<file path="src/rtl/cpu_mem_pkg.sv">
// Shared types for the fetch/data memory port arbiter.
//   arb_state_t : arbiter sequencing state (idle, command issued, waiting for response)
//   arb_owner_t : which requester owns the outstanding transaction
//   arb_pick    : grant decision for one arbitration cycle
package cpu_mem_pkg;

    typedef enum logic [1:0] {
        ARB_IDLE,
        ARB_ISSUE,
        ARB_WAIT
    } arb_state_t;

    typedef enum logic {
        OWN_IF,
        OWN_D
    } arb_owner_t;

    // Data wins unless fetch is also pending and data has already used up its streak.
    // Only meaningful when at least one of the pending inputs is set.
    function automatic arb_owner_t arb_pick(input logic if_pend,
                                            input logic d_pend,
                                            input logic at_limit);
        if (d_pend && !(if_pend && at_limit)) begin
            return OWN_D;
        end
        return OWN_IF;
    endfunction

endpackage

</file>
<file path="src/rtl/mem_port_arbiter.sv">
// Shares one single-ported memory between the fetch requester (read-only) and the
// data requester (read/write). One transaction outstanding at a time; data has
// priority, bounded by a streak limit so fetch cannot starve.
//
// Ports
//   clk, reset                      clock, asynchronous active-low reset
//   if_req/if_addr                  fetch request (held until if_ready)
//   if_rdata/if_ready/if_stall      fetch response data, completion pulse, stall
//   d_req/d_we/d_wstrb/d_addr/d_wdata  data request (held until d_ready)
//   d_rdata/d_ready/d_stall         data response data, completion pulse, stall
//   m_req/m_we/m_wstrb/m_addr/m_wdata  registered memory command, m_req held until m_gnt
//   m_gnt/m_rvalid/m_rdata          memory accept, response valid, read data
//   busy                            a transaction is in flight
module mem_port_arbiter
    import cpu_mem_pkg::*;
#(
    parameter int unsigned ADDR_W       = 32,
    parameter int unsigned DATA_W       = 32,
    parameter int unsigned STARVE_LIMIT = 4
) (
    input  logic                  clk,
    input  logic                  reset,

    input  logic                  if_req,
    input  logic [ADDR_W-1:0]     if_addr,
    output logic [DATA_W-1:0]     if_rdata,
    output logic                  if_ready,
    output logic                  if_stall,

    input  logic                  d_req,
    input  logic                  d_we,
    input  logic [DATA_W/8-1:0]   d_wstrb,
    input  logic [ADDR_W-1:0]     d_addr,
    input  logic [DATA_W-1:0]     d_wdata,
    output logic [DATA_W-1:0]     d_rdata,
    output logic                  d_ready,
    output logic                  d_stall,

    output logic                  m_req,
    output logic                  m_we,
    output logic [DATA_W/8-1:0]   m_wstrb,
    output logic [ADDR_W-1:0]     m_addr,
    output logic [DATA_W-1:0]     m_wdata,
    input  logic                  m_gnt,
    input  logic                  m_rvalid,
    input  logic [DATA_W-1:0]     m_rdata,

    output logic                  busy
);

    localparam int unsigned STREAK_W = $clog2(STARVE_LIMIT + 1);
    localparam logic [STREAK_W-1:0] STREAK_MAX = STREAK_W'(STARVE_LIMIT);

    arb_state_t          state;
    arb_owner_t          owner;
    logic [STREAK_W-1:0] streak;

    logic       if_pend;
    logic       d_pend;
    logic       any_pend;
    logic       at_limit;
    arb_owner_t pick;

    // A requester whose ready is pulsing still holds req for the transaction just
    // finished; it must not be taken as a fresh request.
    assign if_pend  = if_req & ~if_ready;
    assign d_pend   = d_req & ~d_ready;
    assign any_pend = if_pend | d_pend;
    assign at_limit = (streak == STREAK_MAX);
    assign pick     = arb_pick(if_pend, d_pend, at_limit);

    assign if_stall = if_req & ~if_ready;
    assign d_stall  = d_req & ~d_ready;
    assign busy     = (state != ARB_IDLE);

    always_ff @(posedge clk or negedge reset) begin
        if (!reset) begin
            state    <= ARB_IDLE;
            owner    <= OWN_IF;
            streak   <= '0;
            m_req    <= 1'b0;
            m_we     <= 1'b0;
            m_wstrb  <= '0;
            m_addr   <= '0;
            m_wdata  <= '0;
            if_rdata <= '0;
            d_rdata  <= '0;
            if_ready <= 1'b0;
            d_ready  <= 1'b0;
        end else begin
            if_ready <= 1'b0;
            d_ready  <= 1'b0;

            unique case (state)
                ARB_IDLE: begin
                    if (any_pend) begin
                        owner <= pick;
                        m_req <= 1'b1;
                        state <= ARB_ISSUE;
                        if (pick == OWN_D) begin
                            m_we    <= d_we;
                            m_wstrb <= d_wstrb;
                            m_addr  <= d_addr;
                            m_wdata <= d_wdata;
                            // Count only grants that made a waiting fetch wait longer.
                            if (!if_pend) begin
                                streak <= '0;
                            end else if (!at_limit) begin
                                streak <= streak + STREAK_W'(1);
                            end
                        end else begin
                            m_we    <= 1'b0;
                            m_wstrb <= '0;
                            m_addr  <= if_addr;
                            m_wdata <= '0;
                            streak  <= '0;
                        end
                    end
                end

                ARB_ISSUE: begin
                    if (m_gnt) begin
                        m_req <= 1'b0;
                        state <= ARB_WAIT;
                    end
                end

                ARB_WAIT: begin
                    if (m_rvalid) begin
                        state <= ARB_IDLE;
                        if (owner == OWN_D) begin
                            d_ready <= 1'b1;
                            // Write responses carry no data; keep the last read value.
                            if (!m_we) begin
                                d_rdata <= m_rdata;
                            end
                        end else begin
                            if_ready <= 1'b1;
                            if_rdata <= m_rdata;
                        end
                    end
                end

                default: begin
                    state <= ARB_IDLE;
                end
            endcase
        end
    end

endmodule

</file>
<file path="config.mk">
export PLATFORM = sky130hd
export DESIGN_NAME = mem_port_arbiter
export DESIGN_NICKNAME = d
export VERILOG_FILES = /design/src/rtl/cpu_mem_pkg.sv /design/src/rtl/mem_port_arbiter.sv
export SDC_FILE = /design/constraint.sdc
export NUM_CORES = 1
export LEC_CHECK = 0
export CAP_MARGIN = 20
export CORE_MARGIN = 3
export CORE_UTILIZATION = 45
export CTS_CLUSTER_DIAMETER = 120
export DETAILED_ROUTE_END_ITERATION = 8
export MAX_ROUTING_LAYER = met4
export PLACE_DENSITY = 0.93
export SYNTH_ARGS = -nofsm -noshare
export SYNTH_HDL_FRONTEND = slang
export SYNTH_SLANG_ARGS = --single-unit
</file>
<file path="constraint.sdc">
create_clock -name clk -period 3.2 [get_ports clk]
set_input_delay 0.48 -clock clk [delete_from_list [all_inputs] [get_ports clk]]
set_output_delay 0.48 -clock clk [all_outputs]
set_load 0.005 [all_outputs]
</file>
==> metrics.txt <==
number of global-route vias before repair=about 5500; WL final=~19000 um; CTS root buffer=clkbuf_16; commonest non-fill, non-tap cells in the layout=clkdlybuf4s50_1, dfrtp_1, mux2_2; HPWL Detailed=approximately 13000 um; met1 WL=slightly above 7000 um; min Tclk post-route=between 2 and 3 ns; Max stage delay on crit path=between 0.6 and 0.7 ns; total of max-cap violations=0; Vias=between 5000 and 6000; IO Pins=approximately 280; Data required, critical path=~2.7 ns; Max Slew Vio Count=0; Max-slew headroom=between 50 and 60%; CTS clk-pin slew, worst paths=roughly 0.060 ns; chip height=around 120 um; Psw=roughly 2.7 mW; Die X-Extent=around 120 um; Switching Share=a little under a third; clock network fraction of total power=between 20% and 30%; initial antenna violation count=0; vias per cell=roughly 5.5; total power=8.88 mW; Logic pwr share=about two fifths; grt total ovfl=0; outcome=finished, final reports clean; NumNets Final=887; largest net degree at the start of global routing=between 70 and 80; Netlist cell types=28; ANT nets after route=0; number of DRC markers in iteration 0=426; IO Port Bufs=~280; Synth Instances=481; crit path max fanout=16; Clock Path Buffers=2; clock sinks=142; area occupied by multi-input gates=2240 um^2; Avg Cell Area, Syn=12.8 um^2; syn_nets=between 600 and 700; sequential fraction of the synthesis area=slightly below 60%; period utilization=78.6%; #FFs+latches synth=about 140; # rows=42; Initial Utilization=between 40% and 50%; H-tree lvl count=4; TritonCTS clock tree=done; crit path capture type=output port; RSZ-0062 raised after global routing=no; Setup TNS=0 ns; Worst Path Buf+Inv=1; antenna cell count=0; top cell family by delay on the critical path=buffers and inverters; gr usage total=between 20 and 30%; synthesis warning total=0; worst hold path type=input port to async pin; cts hold-fix bufs=0; worst path cell trace=or2_1, clkdlybuf4s50_1; per-cell routed wire length=20.5 um; Seq pwr share=between 30% and 40%; Reg area=~3600 um^2; die area=~15000 um^2; Layout Skew=0.00591 ns; Pleak=roughly 4.2 nW; CP max stage cell=clkdlybuf4s50_1; worst skew pair latency=a little over 0.4 ns; Core Box Area=between 10000 and 15000 um^2; final hold vios=0; Pwr per Cell Area=921 nW/um^2; Filler Cells Inserted=just under 900; max layer used=met4; met3 WL=1950 um; Synth-to-Final Area Change=57.3%; DRT Pass-1 Iters=7; first-pass GRT wire length=between 20000 and 30000 um; layout cells sized above 1=between 10% and 20%; final setup vio count=0; commonest non-fill, non-tap cell in the layout=clkdlybuf4s50_1; Highest Clock Rate=between 300 and 400 MHz; Hold Slack=0.0799 ns; internal power=6.21 mW; Met2 Wirelength=9630 um; clock buffer count from CTS=17; gp weighted congestion=between 0.8 and 0.9; Post-CTS Setup Bufs=0; CP Launch Type=flip-flop; Least-Margin Pin Slew=between 0.7 and 0.8 ns; Critical Path AT=2.04 ns; CTS resizes=0; DRC=0; CP Class=flip-flop to output port; VDD IR max=slightly above 0.6 mV; Synth Cell Area=between 6000 and 7000 um^2
==> power groups by stage <==
| stage | clock network, mW | logic [mW] | registers, mW |
|---|---|---|---|
| finish | 2.00 | 3.73 | 3.15 |
| floorplan | 0 | 1.46 | 3.14 |
| CTS | 2.04 | 3.77 | 3.16 |
| global placement | 0 | 3.59 | 3.09 |
| global route | 2.12 | 4.03 | 3.24 |
| detailed placement | 0 | 3.73 | 3.15 |
==> sequential cells by signal, indices dropped and copies added, names as in the netlist <==
name / count
d_ready: 1
m_we: 1
owner: 1
m_addr: 32
m_req: 1
state: 2
m_wstrb: 4
d_rdata: 32
m_wdata: 32
streak: 3
if_ready: 1
if_rdata: 32
==> metal layers <==
metal  vias to the layer above  global-route usage, %
met2                       264                   41.6
li1                       2307                      -
met1                      2544                   29.1
met5                         -                      -
met4                         0                   11.1
met3                        47                   10.0
==> logic make-up (layout without fill, tap and decap cells) <==
| kind of cell | after synthesis | in the layout | synth area share (%) |
|---|---|---|---|
| AO/OA/AOI/OAI | 141 | 141 | 17.3 |
| flip-flops | 142 | 142 | 57.9 |
| multiplexers | 65 | 65 | 11.9 |
| buffers and inverters | 82 | 359 | 5.91 |
| AND/OR/NAND/NOR | 49 | 49 | 6.53 |
| adder cells (fa/ha/maj) | 2 | 2 | 0.408 |
==> final cells by class <==
cell class | instances | area share [%]
tap | 176 | 2.28
multi-input combinational | 257 | 23.2
sequential | 142 | 36.8
clock buffer | 18 | 4.55
clock inverter | 13 | 1.71
timing repair buffer | 292 | 30.0
inverter | 36 | 1.40
==> cell usage after synthesis <==
cell type	count	area share [%]
nand2b_1	6	0.61
clkbuf_1	25	1.5
o21ai_0	31	2.5
buf_2	14	1.1
nand4b_1	1	0.14
and3b_1	32	4.6
or2_1	1	0.10
mux2_1	9	1.7
and4b_1	2	0.33
dfrtp_1	142	58
nor3_2	1	0.16
nand2_1	2	0.12
ha_1	2	0.41
a2111oi_0	1	0.14
o22ai_1	1	0.10
buf_4	4	0.49
buf_6	3	0.55
nor2b_1	1	0.10
mux2_2	56	10
a22oi_1	32	3.9
nand3b_1	1	0.12
a221oi_1	32	4.6
a21o_1	2	0.24
a22o_1	39	5.6
nor3b_2	1	0.20
nor2_1	1	0.061
o21ai_1	3	0.24
inv_1	36	2.2
==> worst paths after layout <==
check / startpoint / end / slack, ns / cells after the start
hold reg to reg: d_rdata[24] / d_rdata[24] / 0.49 / 1
setup reg to reg: state[0] / streak[0] / 1.16 / 4
setup / recovery: state[0] / busy / 0.68 / 2
hold / removal: reset / m_wdata[20] / 0.08 / 1
min in group clk: d_rdata[24] / d_rdata[24] / 0.49 / 1
max in group asynchronous: reset / if_rdata[19] / 2.35 / 2
==> stage by stage <==
stage	std cells	cell area, um^2	util, %	setup slack (ns)
3_5_place_dp	903	9050	68.0	0.888
5_1_grt	934	9650	72.6	0.589
6_report	934	9650	72.6	0.684
2_1_floorplan	481	6140	-	1.60
3_3_place_gp	903	9050	68.0	0.889
4_1_cts	934	9650	72.6	0.627
(Power assumes the default switching activity.)
